**config.mk**
```make
export PLATFORM = sky130hd
export DESIGN_NAME = trap_ctrl
export DESIGN_NICKNAME = d
export VERILOG_FILES = /design/src/rtl/trap_ctrl.sv
export SDC_FILE = /design/constraint.sdc
export NUM_CORES = 1
export LEC_CHECK = 0
export BUFFER_PORTS_ARGS = -buffer_cell sky130_fd_sc_hd__buf_2
export CELL_PAD_IN_SITES_DETAIL_PLACEMENT = 0
export CELL_PAD_IN_SITES_GLOBAL_PLACEMENT = 1
export CORE_MARGIN = 2
export CORE_UTILIZATION = 34
export CTS_CLUSTER_SIZE = 20
export DETAILED_ROUTE_END_ITERATION = 12
export MAX_ROUTING_LAYER = met4
export PLACE_DENSITY = 0.89
export REMOVE_ABC_BUFFERS = 1
export SETUP_SLACK_MARGIN = 0.15
export SLEW_MARGIN = 10
export SYNTH_ARGS = -nofsm -noshare
export SYNTH_HDL_FRONTEND = slang
export SYNTH_SLANG_ARGS = --single-unit
export TNS_END_PERCENT = 1
```
**constraint.sdc**
```tcl
create_clock -name clk -period 5.07 [get_ports clk]
set_input_delay 1.014 -clock clk [delete_from_list [all_inputs] [get_ports clk]]
set_output_delay 1.014 -clock clk [all_outputs]
set_load 0.01 [all_outputs]
```
**src/rtl/trap_ctrl.sv**
```systemverilog
// Machine-mode trap controller: arbitrates exceptions, interrupts and mret,
// sequences the CSR writes one per cycle, then redirects fetch and flushes.
module trap_ctrl #(
   parameter int XLEN        = 32,
   parameter int NUM_EXT_IRQ = 4,
   parameter bit VECTORED_EN = 1'b1
) (
   input  logic                   clk,
   input  logic                   rst_n,
   input  logic [NUM_EXT_IRQ-1:0] ext_irq_i,
   input  logic                   soft_irq_i,
   input  logic                   timer_irq_i,
   input  logic                   ecall_i,
   input  logic                   ebreak_i,
   input  logic                   mret_i,
   input  logic                   illegal_i,
   input  logic [XLEN-1:0]        pc_i,
   input  logic [31:0]            inst_i,
   input  logic                   pipe_busy_i,
   input  logic [XLEN-1:0]        csr_mtvec_i,
   input  logic [XLEN-1:0]        csr_mepc_i,
   input  logic [XLEN-1:0]        csr_mstatus_i,
   input  logic [XLEN-1:0]        csr_mie_i,
   output logic                   csr_we_o,
   output logic [11:0]            csr_waddr_o,
   output logic [XLEN-1:0]        csr_wdata_o,
   output logic [XLEN-1:0]        mip_o,
   output logic                   stallreq_o,
   output logic                   flush_o,
   output logic                   jump_req_o,
   output logic [XLEN-1:0]        jump_pc_o,
   output logic [3:0]             irq_id_o
);

   localparam logic [11:0] A_MSTATUS = 12'h300;
   localparam logic [11:0] A_MEPC    = 12'h341;
   localparam logic [11:0] A_MCAUSE  = 12'h342;
   localparam logic [11:0] A_MTVAL   = 12'h343;

   typedef enum logic [2:0] {
      IDLE, W_MEPC, W_MCAUSE, W_MTVAL, W_MSTATUS, R_MSTATUS, JUMP
   } state_t;

   state_t          state;
   logic [XLEN-1:0] cause_q, epc_q, tval_q, ms_q, tgt_q;
   logic [3:0]      irq_q;
   logic            mei_q;

   logic            meip, en_mei, en_msi, en_mti, any_trap;
   logic            take_trap, take_mret, intr, is_mei;
   logic [3:0]      code, ext_idx;
   logic [XLEN-1:0] tval, cause_next, base, target;
   logic            unused;

   // mstatus on trap entry: MPIE<=MIE, MIE<=0, MPP<=M
   function automatic logic [XLEN-1:0] trap_ms(input logic [XLEN-1:0] s);
      trap_ms        = s;
      trap_ms[7]     = s[3];
      trap_ms[3]     = 1'b0;
      trap_ms[12:11] = 2'b11;
   endfunction

   // mstatus on mret: MIE<=MPIE, MPIE<=1, MPP<=M
   function automatic logic [XLEN-1:0] mret_ms(input logic [XLEN-1:0] s);
      mret_ms        = s;
      mret_ms[3]     = s[7];
      mret_ms[7]     = 1'b1;
      mret_ms[12:11] = 2'b11;
   endfunction

   // only MSIE/MTIE/MEIE of mie are meaningful here
   assign unused = ^csr_mie_i;

   // live pending bits and globally enabled interrupts
   always_comb begin
      meip     = |ext_irq_i;
      en_mei   = meip & csr_mie_i[11] & csr_mstatus_i[3];
      en_msi   = soft_irq_i & csr_mie_i[3] & csr_mstatus_i[3];
      en_mti   = timer_irq_i & csr_mie_i[7] & csr_mstatus_i[3];
      mip_o     = '0;
      mip_o[3]  = soft_irq_i;
      mip_o[7]  = timer_irq_i;
      mip_o[11] = meip;
   end

   // lowest-numbered active external line wins
   always_comb begin
      ext_idx = '0;
      for (int i = NUM_EXT_IRQ - 1; i >= 0; i--)
         if (ext_irq_i[i]) ext_idx = 4'(i);
   end

   // event arbitration, cause/tval selection and redirect target
   always_comb begin
      any_trap  = illegal_i | ebreak_i | ecall_i | en_mei | en_msi | en_mti;
      take_trap = (state == IDLE) & ~pipe_busy_i & any_trap;
      take_mret = (state == IDLE) & ~pipe_busy_i & mret_i & ~any_trap;
      intr      = 1'b0;
      is_mei    = 1'b0;
      code      = 4'd0;
      tval      = '0;
      if (illegal_i) begin
         code = 4'd2;
         tval = XLEN'(inst_i);
      end else if (ebreak_i) begin
         code = 4'd3;
         tval = pc_i;
      end else if (ecall_i) begin
         code = 4'd11;
      end else if (en_mei) begin
         code   = 4'd11;
         intr   = 1'b1;
         is_mei = 1'b1;
      end else if (en_msi) begin
         code = 4'd3;
         intr = 1'b1;
      end else if (en_mti) begin
         code = 4'd7;
         intr = 1'b1;
      end
      cause_next            = '0;
      cause_next[XLEN-1]    = intr;
      cause_next[3:0]       = code;
      base                  = {csr_mtvec_i[XLEN-1:2], 2'b00};
      if (intr && VECTORED_EN && csr_mtvec_i[1:0] == 2'b01)
         target = base + XLEN'({code, 2'b00});
      else
         target = base;
   end

   assign stallreq_o = take_trap | take_mret | (state != IDLE);

   // sequencer with registered CSR-write and redirect outputs
   always_ff @(posedge clk) begin
      if (!rst_n) begin
         state       <= IDLE;
         cause_q     <= '0;
         epc_q       <= '0;
         tval_q      <= '0;
         ms_q        <= '0;
         tgt_q       <= '0;
         irq_q       <= '0;
         mei_q       <= 1'b0;
         csr_we_o    <= 1'b0;
         csr_waddr_o <= '0;
         csr_wdata_o <= '0;
         jump_req_o  <= 1'b0;
         flush_o     <= 1'b0;
         jump_pc_o   <= '0;
         irq_id_o    <= '0;
      end else begin
         csr_we_o    <= 1'b0;
         csr_waddr_o <= '0;
         csr_wdata_o <= '0;
         jump_req_o  <= 1'b0;
         flush_o     <= 1'b0;
         jump_pc_o   <= '0;
         irq_id_o    <= '0;
         case (state)
            IDLE: begin
               if (take_trap) begin
                  cause_q     <= cause_next;
                  epc_q       <= pc_i;
                  tval_q      <= tval;
                  ms_q        <= csr_mstatus_i;
                  tgt_q       <= target;
                  irq_q       <= ext_idx;
                  mei_q       <= is_mei;
                  state       <= W_MEPC;
                  csr_we_o    <= 1'b1;
                  csr_waddr_o <= A_MEPC;
                  csr_wdata_o <= pc_i;
               end else if (take_mret) begin
                  ms_q        <= csr_mstatus_i;
                  tgt_q       <= csr_mepc_i;
                  mei_q       <= 1'b0;
                  state       <= R_MSTATUS;
                  csr_we_o    <= 1'b1;
                  csr_waddr_o <= A_MSTATUS;
                  csr_wdata_o <= mret_ms(csr_mstatus_i);
               end
            end
            W_MEPC: begin
               state       <= W_MCAUSE;
               csr_we_o    <= 1'b1;
               csr_waddr_o <= A_MCAUSE;
               csr_wdata_o <= cause_q;
            end
            W_MCAUSE: begin
               state       <= W_MTVAL;
               csr_we_o    <= 1'b1;
               csr_waddr_o <= A_MTVAL;
               csr_wdata_o <= tval_q;
            end
            W_MTVAL: begin
               state       <= W_MSTATUS;
               csr_we_o    <= 1'b1;
               csr_waddr_o <= A_MSTATUS;
               csr_wdata_o <= trap_ms(ms_q);
            end
            W_MSTATUS, R_MSTATUS: begin
               state      <= JUMP;
               jump_req_o <= 1'b1;
               flush_o    <= 1'b1;
               jump_pc_o  <= tgt_q;
               irq_id_o   <= mei_q ? irq_q : 4'd0;
            end
            default: state <= IDLE;
         endcase
      end
   end

endmodule
```
==> run summary, run 1 <==
status: finished clean
1st-iter DRT viols: 611
worst r2r path cells: 5
register bit count reported by yosys: 176
GPL Wtd Cong: 0.829
largest net degree at the start of global routing: 100
die height: 154 um
clock power share: 30.3%
Worst VDD drop: 0.270 mV
die width: 154 um
Crit Path Class: in -> reg
area post-placement: 8920 um2
EDFF count, synth: 0
sw frac: 36.2%
CTS resizes: 0
Cells after Synth: 896
Starting Density: 34.3%
Distinct cells, synth: 62
cell family with most CP delay: simple AND/OR/NAND/NOR gates
final clock skew: 0.0106 ns
fillers: 2353
RR Endpoint: tgt_q[22]
CP startpoint kind: input pin
Fin Setup TNS: 0 ns
Port Buf Inserts: 251
Synth Flop Type: dfxtp_1
Hold Path Class: reg -> reg
CTS Buf Count: 17
CP bufs+invs: 1
Mean Syn Cell Area: 8.59 um2
vias in the first global route: 7083
DRC: 0
R2R Setup Slk: 2.36 ns
Yosys top cell area share: 45.8%
sequential share of power: 41.2%
Critical Path AT: 4.65 ns
Worst path depth: 11
RR Startpoint: state[0]
top cells by area, synth: dfxtp_1, nand2_1, a21oi_1
clk root buf: clkbuf_16
Crit. End Element: flop
Worst-Margin Slew: 1.14 ns
CTS Buffer Depth: 2
RSZ-0062 raised after global routing: no
row cnt: 55
P per Cell Area: 452 nW/um2
register area share after synthesis: 45.8%
Netlist Area Pre-Place: 7700 um2
hpwl dp: 16.1 mm
Pleak: 4.04 nW
CP startpoint: ext_irq_i[0]
CP Max Fanout: 9
Routed Antenna Nets: 0
Final period util: 86.5%
Finish-stage setup viols: 0
total die area: 23900 um2
Via density: 5.23
post-route minimum period: 4.39 ns
top cells by count, synth: dfxtp_1, nand2_1, a21oi_1, nor2_1, buf_4
Core Area: 22400 um2
hold buffer count at CTS: 0
Post-Route Utilization: 42.3%
CP Cell Sequence: buf_2 -> or4_1 -> and2_1 -> a2111oi_0 -> ha_1 -> a211oi_1 -> or3b_2 -> nor3_2 -> nand4_1 -> xor2_1 -> a21oi_1
yosys warns: 0
postcts setup bufs: 0
io pins: 321
largest area contributor in the netlist: dfxtp_1
Routed WL per cell: 17.1 um
iteration count of the initial detailed-routing pass: 8
Req. time, crit path: 5.33 ns
final wirelength: 24.0 mm
first-pass GRT wire length: 37.4 mm
Psw: 1.56 mW
cell internal pwr: 2.74 mW
GRT overflow: 0
clk sinks: 176
Fmax: 228 MHz
worst-skew pair later-pin latency: 0.43 ns
Syn-to-layout area delta: 23.4%
initial antenna violation count: 3
top-count cell post-synth: dfxtp_1
count of final max-slew check failures: 0
Fin Hold WS: 0.450 ns
Max H-tree Level: 4
maxcap violations: 0
CTS tree: done
clock slew at reported path FFs: 0.08 ns
endpoints failing hold: 0
CP endpoint: tgt_q[16]
combinational group share of total power: 28.5%
Power, Total: 4.29 mW
Max stage delay on crit path: 0.72 ns
Nets: 1314
Vias: 7345
share of cells above drive strength 1: 28.6%
gr usage total: 20.3%
Max-slew headroom: 24.3%
fin area: 9500 um2
Slowest-stage cell, CP: a2111oi_0
FFs w/ async S/R, synth: 0%
## cells by family after synthesis
| group | share of synthesized area [%] |
|---|---|
| DFF | 45.8 |
| adders and majority gates | 0.910 |
| other | 0.0487 |
| and+or+nand+nor | 20.4 |
| xor gates and xnor gates | 2.84 |
| buffers and inverters | 8.79 |
| muxes | 2.42 |
| AOI/OAI and AO/OA | 18.9 |
## area by class of cell
cell class / count / area (um2) / area share, %
inverter: 8 / 31.3 / 0.329
antenna: 3 / 7.51 / 0.0790
multi-input combinational: 638 / 3660 / 38.5
tap: 285 / 357 / 3.75
timing repair buffer: 263 / 1350 / 14.2
clock inverter: 14 / 136 / 1.44
clock buffer: 18 / 439 / 4.62
sequential: 176 / 3520 / 37.1
## layout by cell type (no fill, tap or decap), types with 18 or more instances in the layout
cell type  instances
buf_2            251
dfxtp_1          176
nand2_1          144
a21oi_1           92
nor2_1            53
conb_1            38
and2_1            36
nand3_1           34
nor3_1            30
a222oi_1          29
xnor2_1           18
a31oi_1           18
## worst min path at each step
stage | start | end | slack (ns) | depth (start not counted)
global route | tgt_q[31] | jump_pc_o[31] | 0.46 | 1
detailed placement | tgt_q[31] | jump_pc_o[31] | 0.44 | 1
floorplan | tgt_q[31] | jump_pc_o[31] | 0.42 | 1
CTS | irq_q[0] | irq_q[0] | 0.45 | 2
finish | tgt_q[31] | jump_pc_o[31] | 0.45 | 1
global placement | tgt_q[14] | jump_pc_o[14] | 0.43 | 1
## sequential cells by signal, indices dropped and copies added (netlist names)
signal	count
jump_req_o	1
ms_q	29
irq_id_o	2
cause_q	5
csr_we_o	1
csr_waddr_o	4
jump_pc_o	32
state	3
mei_q	1
irq_q	2
tgt_q	32
csr_wdata_o	32
tval_q	32
## layer usage
| metal | track usage, % | routed length [um] |
|---|---|---|
| met1 | 25.4 | 10700 |
| met2 | 33.4 | 11400 |
| met3 | 3.31 | 1290 |
| met4 | 7.05 | 528 |
| met5 | - | 0 |
## stage by stage
stage | setup WS [ns] | cells
finish | 0.682 | 1405
global placement | 0.424 | 1370
global route | 0.439 | 1405
detailed placement | 0.331 | 1370
floorplan | 0.911 | 822
CTS | 0.766 | 1402
## power by group through the flow
stage	registers [mW]	clock network (mW)	logic [mW]
floorplan	1.81	0	0.698
global placement	1.79	0	1.22
detailed placement	1.80	0	1.23
CTS	1.76	1.33	1.24
global route	1.80	1.39	1.37
finish	1.77	1.30	1.22
Note: power is estimated with default switching activity, not from simulation.
==> inputs of run 2 (changes only) <==
--- a/config.mk
+++ b/config.mk
@@ -5,6 +5,7 @@
 export SDC_FILE = /design/constraint.sdc
 export NUM_CORES = 1
 export LEC_CHECK = 0
+export ABC_AREA = 1
 export BUFFER_PORTS_ARGS = -buffer_cell sky130_fd_sc_hd__buf_2
 export CELL_PAD_IN_SITES_DETAIL_PLACEMENT = 0
 export CELL_PAD_IN_SITES_GLOBAL_PLACEMENT = 1
@@ -13,10 +14,9 @@
 export CTS_CLUSTER_SIZE = 20
 export DETAILED_ROUTE_END_ITERATION = 12
 export MAX_ROUTING_LAYER = met4
-export PLACE_DENSITY = 0.89
+export PLACE_DENSITY = 0.9
 export REMOVE_ABC_BUFFERS = 1
 export SETUP_SLACK_MARGIN = 0.15
-export SLEW_MARGIN = 10
 export SYNTH_ARGS = -nofsm -noshare
 export SYNTH_HDL_FRONTEND = slang
 export SYNTH_SLANG_ARGS = --single-unit
==> run summary, run 2 <==
Non-Filler Instances: 1792 (was 1405)
P per Cell Area: 420 nW/um2 (was 452 nW/um2)
count of final max-slew check failures: 0 (unchanged)
top cells by area, synth: dfxtp_1, nand2_1, inv_1 (was dfxtp_1, nand2_1, a21oi_1)
register area share after synthesis: 40.8% (was 45.8%)
maxcap violations: 0 (unchanged)
FF+latch area: 3520 um2 (unchanged)
CTS Buf Count: 17 (unchanged)
CTS resizes: 0 (unchanged)
DRC: 0 (unchanged)
Psw: 1.61 mW (was 1.56 mW)
share of cells above drive strength 1: 21.8% (was 28.6%)
Fmax: 264 MHz (was 228 MHz)
Hold Path Stages: 2 (was 1)
Hold Path End: jump_pc_o[20] (was jump_pc_o[31])
register bit count reported by yosys: 176 (unchanged)
hold wc startpoint: tgt_q[20] (was tgt_q[31])
clock slew at reported path FFs: 0.08 ns (about the same)
multi-input logic area: 4030 um2 (was 3660 um2)
Port Buf Inserts: 251 (unchanged)
RSZ-0062 raised after global routing: no (unchanged)
RR Startpoint: state[2] (was state[0])
final wirelength: 26.9 mm (was 24.0 mm)
Place WS: 1.20 ns (was 0.331 ns)
Mean Syn Cell Area: 6.95 um2 (was 8.59 um2)
RR Endpoint: tgt_q[25] (was tgt_q[22])
Synth Flop Type: dfxtp_1 (unchanged)
first-pass GRT wire length: 41.4 mm (was 37.4 mm)
Netlist Area Pre-Place: 8640 um2 (was 7700 um2)
row cnt: 58 (was 55)
sw frac: 36.7% (was 36.2%)
Distinct cells, synth: 41 (was 62)
Hold Path Class: reg -> reg (unchanged)
Crit. End Element: output pin (was flop)
io pins: 321 (unchanged)
top-count cell post-synth: nand2_1 (was dfxtp_1)
Pleak: 4.92 nW (was 4.04 nW)
postcts setup bufs: 0 (unchanged)
Final period util: 74.7% (was 86.5%)
CTS Buffer Depth: 2 (unchanged)
Max H-tree Level: 4 (unchanged)
EDFF count, synth: 0 (unchanged)
# placed instances: 1757 (was 1370)
Req. time, crit path: 4.06 ns (was 5.33 ns)
post-route minimum period: 3.79 ns (was 4.39 ns)
Routed Antenna Nets: 0 (unchanged)
yosys warns: 0 (unchanged)
GPL Wtd Cong: 0.917 (was 0.829)
Cells after Synth: 1242 (was 896)
Crit Path Class: in -> out (was in -> reg)
Worst VDD drop: 0.182 mV (was 0.270 mV)
Finish-stage setup viols: 0 (unchanged)
1st-iter DRT viols: 712 (was 611)
top cells by count, synth: nand2_1, dfxtp_1, inv_1, nor2_1, a21oi_1 (was dfxtp_1, nand2_1, a21oi_1, nor2_1, buf_4)
largest net degree at the start of global routing: 94 (was 100)
Critical Path AT: 2.77 ns (was 4.65 ns)
vias in the first global route: 7856 (was 7083)
most frequent cells in the layout: nand2_1, buf_2, dfxtp_1 (was buf_2, dfxtp_1, nand2_1)
PnR worst setup slack: 1.28 ns (was 0.682 ns)
hold buffer count at CTS: 0 (unchanged)
Via density: 4.80 (was 5.23)
Core Area: 25000 um2 (was 22400 um2)
worst r2r path cells: 12 (was 5)
die height: 163 um (was 154 um)
CP startpoint kind: input pin (unchanged)
CP Max Fanout: 41 (was 9)
hpwl dp: 18.3 mm (was 16.1 mm)
Yosys top cell area share: 40.8% (was 45.8%)
die width: 163 um (was 154 um)
GRT overflow: 0 (unchanged)
Nets: 1656 (was 1314)
gr usage total: 20.4% (was 20.3%)
status: finished clean (unchanged)
combinational group share of total power: 27.3% (was 28.5%)
Worst-Margin Slew: 1.00 ns (was 1.14 ns)
total die area: 26700 um2 (was 23900 um2)
largest area contributor in the netlist: dfxtp_1 (unchanged)
iteration count of the initial detailed-routing pass: 5 (was 8)
endpoints failing hold: 0 (unchanged)
initial antenna violation count: 2 (was 3)
clk sinks: 176 (unchanged)
commonest non-fill, non-tap cell in the layout: nand2_1 (was buf_2)
Vias: 8606 (was 7345)
Max-slew headroom: 33.0% (was 24.3%)
Starting Density: 34.5% (was 34.3%)
final clock skew: 0.0175 ns (was 0.0106 ns)
R2R Setup Slk: 2.39 ns (was 2.36 ns)
Routed WL per cell: 15.0 um (was 17.1 um)
worst-skew pair later-pin latency: 0.44 ns (was 0.43 ns)
Fin Setup TNS: 0 ns (unchanged)
clk root buf: clkbuf_16 (unchanged)
FFs w/ async S/R, synth: 0% (unchanged)
Syn-to-layout area delta: 21.3% (was 23.4%)
fillers: 2679 (was 2353)
sequential share of power: 41.8% (was 41.2%)
clock power share: 30.9% (was 30.3%)
CTS tree: done (unchanged)
cell internal pwr: 2.79 mW (was 2.74 mW)
run 2: cell count changes in the layout (fill, tap and decap cells not counted), sizes merged, moves of 12 or more:
cell,delta
a22oi,+12
and2,-37
nor3,-23
a221oi,-16
a222oi,-29
nand3,+40
nor2,+63
inv,+144
mux2,-13
o21ai,+60
o2111ai,+26
xnor2,-12
nand2,+177
run 2: final cells by class:
class	count	share of cell area (%)
inverter	151	5.46
antenna	3	0.0717
clock inverter	15	1.77
timing repair buffer	259	12.6
multi-input combinational	841	38.5
clock buffer	17	4.06
tap	330	3.94
sequential	176	33.6
run 2: worst max path at each step:
stage                 end  slack [ns]        startpoint  cells after the start
2_1_floorplan  stallreq_o        1.22      ext_irq_i[0]                     10
3_3_place_gp    tgt_q[18]        1.21      ext_irq_i[0]                     21
3_5_place_dp    tgt_q[18]        1.20      ext_irq_i[0]                     21
4_1_cts        stallreq_o        1.24  csr_mstatus_i[3]                     11
5_1_grt        stallreq_o        1.06      ext_irq_i[0]                     11
6_report       stallreq_o        1.28  csr_mstatus_i[3]                     11
run 2: per-layer routing:
metal	share of wire [%]	global-route usage [%]	vias to the layer above
met5	0	-	-
met4	1.9	7.84	0
met1	46	26.9	3919
met3	5.8	2.89	35
li1	-	-	4347
met2	46	31.7	305
run 2: power groups by stage:
| stage | Clock, mW | Sequential, mW | Combinational [mW] |
|---|---|---|---|
| 6_report | 1.36 | 1.84 | 1.20 |
| 5_1_grt | 1.44 | 1.88 | 1.36 |
| 4_1_cts | 1.39 | 1.84 | 1.22 |
| 3_5_place_dp | 0 | 1.87 | 1.21 |
| 3_3_place_gp | 0 | 1.86 | 1.19 |
| 2_1_floorplan | 0 | 1.89 | 0.698 |
run 2: cell families after synthesis:
group / synth area share [%]
compound gates: 16.6
xor+xnor: 1.32
fa+ha+maj: 0.811
buf+inv: 14.2
flops: 40.8
other cells: 0.0434
simple gates: 26.2
run 2: through the flow:
stage,util [%],instance area (um2),power (mW),hold slack (ns)
global route,41.8,10500,4.68,0.433
detailed placement,39.4,9860,3.08,0.415
floorplan,-,8120,2.59,0.405
global placement,39.4,9860,3.05,0.412
CTS,41.8,10500,4.45,0.413
finish,41.8,10500,4.40,0.415
run 2: worst max-delay path: stages:
cell and delay, ns:
buf_2 0.14, nand3_1 0.17, nand2_1 0.08, inv_1 0.08, nand2_2 0.08, inv_2 0.09, nand3_4 0.31, nand2_4 0.51
inv_2 0.06, nand2_1 0.08, buf_2 0.15
==> inputs of run 3 (changes only) <==
==> constraint.sdc (replaced) <==
create_clock -name clk -period 3.5 [get_ports clk]
set_input_delay 0.7 -clock clk [delete_from_list [all_inputs] [get_ports clk]]
set_output_delay 0.7 -clock clk [all_outputs]
set_load 0.01 [all_outputs]
==> run summary, run 3 (same netlist as run 2, synthesis figures left out) <==
status: finished clean (unchanged)
die width: 163 um (unchanged)
hpwl dp: 18.4 mm (was 18.3 mm)
vias in the first global route: 7914 (was 7856)
GRT overflow: 0 (unchanged)
combinational group share of total power: 27.2% (was 27.3%)
CP startpoint kind: input pin (unchanged)
worst r2r path cells: 11 (was 12)
RR Startpoint: state[2] (unchanged)
maxcap violations: 0 (unchanged)
Worst VDD drop: 0.347 mV (was 0.182 mV)
Worst-Margin Slew: 0.997 ns (was 1.00 ns)
Fmax: 347 MHz
Nets: 1662 (was 1656)
CTS resizes: 0 (unchanged)
Final period util: 82.2%
CTS Buf Count: 17 (unchanged)
Routed WL per cell: 14.9 um (was 15.0 um)
GPL Wtd Cong: 0.918 (was 0.917)
Crit. End Element: flop (was output pin)
Critical Path AT: 3.17 ns (was 2.77 ns)
CTS Buffer Depth: 2 (unchanged)
gr usage total: 20.3% (was 20.4%)
Finish-stage setup viols: 0 (unchanged)
clock slew at reported path FFs: 0.07 ns (was 0.08 ns)
Core Area: 25000 um2 (unchanged)
count of final max-slew check failures: 0 (unchanged)
sequential share of power: 40.9% (was 41.8%)
RR Endpoint: tgt_q[13] (was tgt_q[25])
P per Cell Area: 615 nW/um2 (was 420 nW/um2)
Routed Antenna Nets: 0 (unchanged)
1st-iter DRT viols: 696 (was 712)
most frequent cells in the layout: nand2_1, buf_2, dfxtp_1 (unchanged)
commonest non-fill, non-tap cell in the layout: nand2_1 (unchanged)
Hold Path Stages: 2 (unchanged)
worst-skew pair later-pin latency: 0.43 ns (was 0.44 ns)
row cnt: 58 (unchanged)
fin area: 10600 um2 (was 10500 um2)
sw frac: 35.5% (was 36.7%)
post-route minimum period: 2.88 ns
Pleak: 4.98 nW (was 4.92 nW)
Hold Path End: jump_pc_o[19] (was jump_pc_o[20])
# placed instances: 1763 (was 1757)
cell internal pwr: 4.20 mW (was 2.79 mW)
clock power share: 31.9% (was 30.9%)
Port Buf Inserts: 251 (unchanged)
largest net degree at the start of global routing: 94 (unchanged)
postcts setup bufs: 0 (unchanged)
hold wc startpoint: tgt_q[19] (was tgt_q[20])
final clock skew: 0.0140 ns (was 0.0175 ns)
Via density: 4.77 (was 4.80)
Max H-tree Level: 4 (unchanged)
R2R Setup Slk: 1.08 ns (was 2.39 ns)
final wirelength: 26.7 mm (was 26.9 mm)
total die area: 26700 um2 (unchanged)
Starting Density: 34.5% (unchanged)
hold buffer count at CTS: 0 (unchanged)
first-pass GRT wire length: 41.2 mm (was 41.4 mm)
Crit Path Class: in -> reg (was in -> out)
area post-placement: 9930 um2 (was 9860 um2)
RSZ-0062 raised after global routing: no (unchanged)
iteration count of the initial detailed-routing pass: 5 (unchanged)
Req. time, crit path: 3.79 ns (was 4.06 ns)
Fin Setup TNS: 0 ns (unchanged)
io pins: 321 (unchanged)
Psw: 2.31 mW (was 1.61 mW)
clk sinks: 176 (unchanged)
Non-Filler Instances: 1798 (was 1792)
DRC: 0 (unchanged)
endpoints failing hold: 0 (unchanged)
share of cells above drive strength 1: 22.1% (was 21.8%)
Hold Path Class: reg -> reg (unchanged)
initial antenna violation count: 3 (was 2)
Syn-to-layout area delta: 22.5% (was 21.3%)
die height: 163 um (unchanged)
CP Max Fanout: 4 (was 41)
clk root buf: clkbuf_16 (unchanged)
CTS tree: done (unchanged)
Vias: 8570 (was 8606)
Max-slew headroom: 33.3% (was 33.0%)
run 3: worst max path at each step:
stage	startpoint	end	slack, ns
floorplan	ext_irq_i[0]	stallreq_o	0.28
global placement	ext_irq_i[0]	tgt_q[18]	0.27
finish	ext_irq_i[0]	tgt_q[18]	0.62
global route	ext_irq_i[0]	tgt_q[18]	0.35
CTS	ext_irq_i[0]	tgt_q[18]	0.63
detailed placement	ext_irq_i[0]	tgt_q[18]	0.20
run 3: layer usage:
metal	track usage, %	part of all wire [%]	vias up
met5	-	0	-
met4	6.44	2.1	0
met3	3.38	5.4	32
met2	32.6	46	301
met1	26.1	46	3888
li1	-	-	4349
run 3: final cells by class:
class	count	area [um2]
Fill cell	2659	14500
Clock inverter	15	214
Inverter	151	572
Sequential cell	176	3520
Timing Repair Buffer	265	1390
Antenna cell	3	7.51
Clock buffer	17	425
Multi-Input combinational cell	841	4030
Tap cell	330	413
run 3: critical path: stages:
cell and delay, ns:
buf_2 0.10, nor2_1 0.12, nand2_1 0.08, nand2_1 0.10, inv_1 0.08, nor2_1 0.13, nand3_1 0.08, nand2_1 0.10
inv_1 0.06, ha_1 0.20, fa_1 0.42, nand2_1 0.10, inv_1 0.07, a21oi_1 0.13, buf_4 0.16, nor2_1 0.09
nand4_1 0.08, nand2_1 0.05, nand2_1 0.05, nand3_1 0.11, nand2_1 0.08, a21oi_1 0.05
run 3: stage by stage:
step           power (mW)  utilization, %  hold slack (ns)  setup WS [ns]
2_1_floorplan        3.76               -            0.405          0.281
3_3_place_gp         4.45            39.7            0.413          0.269
3_5_place_dp         4.49            39.7            0.414          0.203
4_1_cts              6.58            42.2            0.429          0.635
5_1_grt              6.91            42.2            0.437          0.351
6_report             6.51            42.2            0.427          0.622
run 3: power by group through the flow:
stage	combinational, mW	clock (mW)	sequential, mW
after detailed placement	1.78	0	2.70
after global routing	2.00	2.20	2.71
final	1.77	2.07	2.66
after global placement	1.75	0	2.69
after floorplan	1.01	0	2.74
after CTS	1.79	2.13	2.66
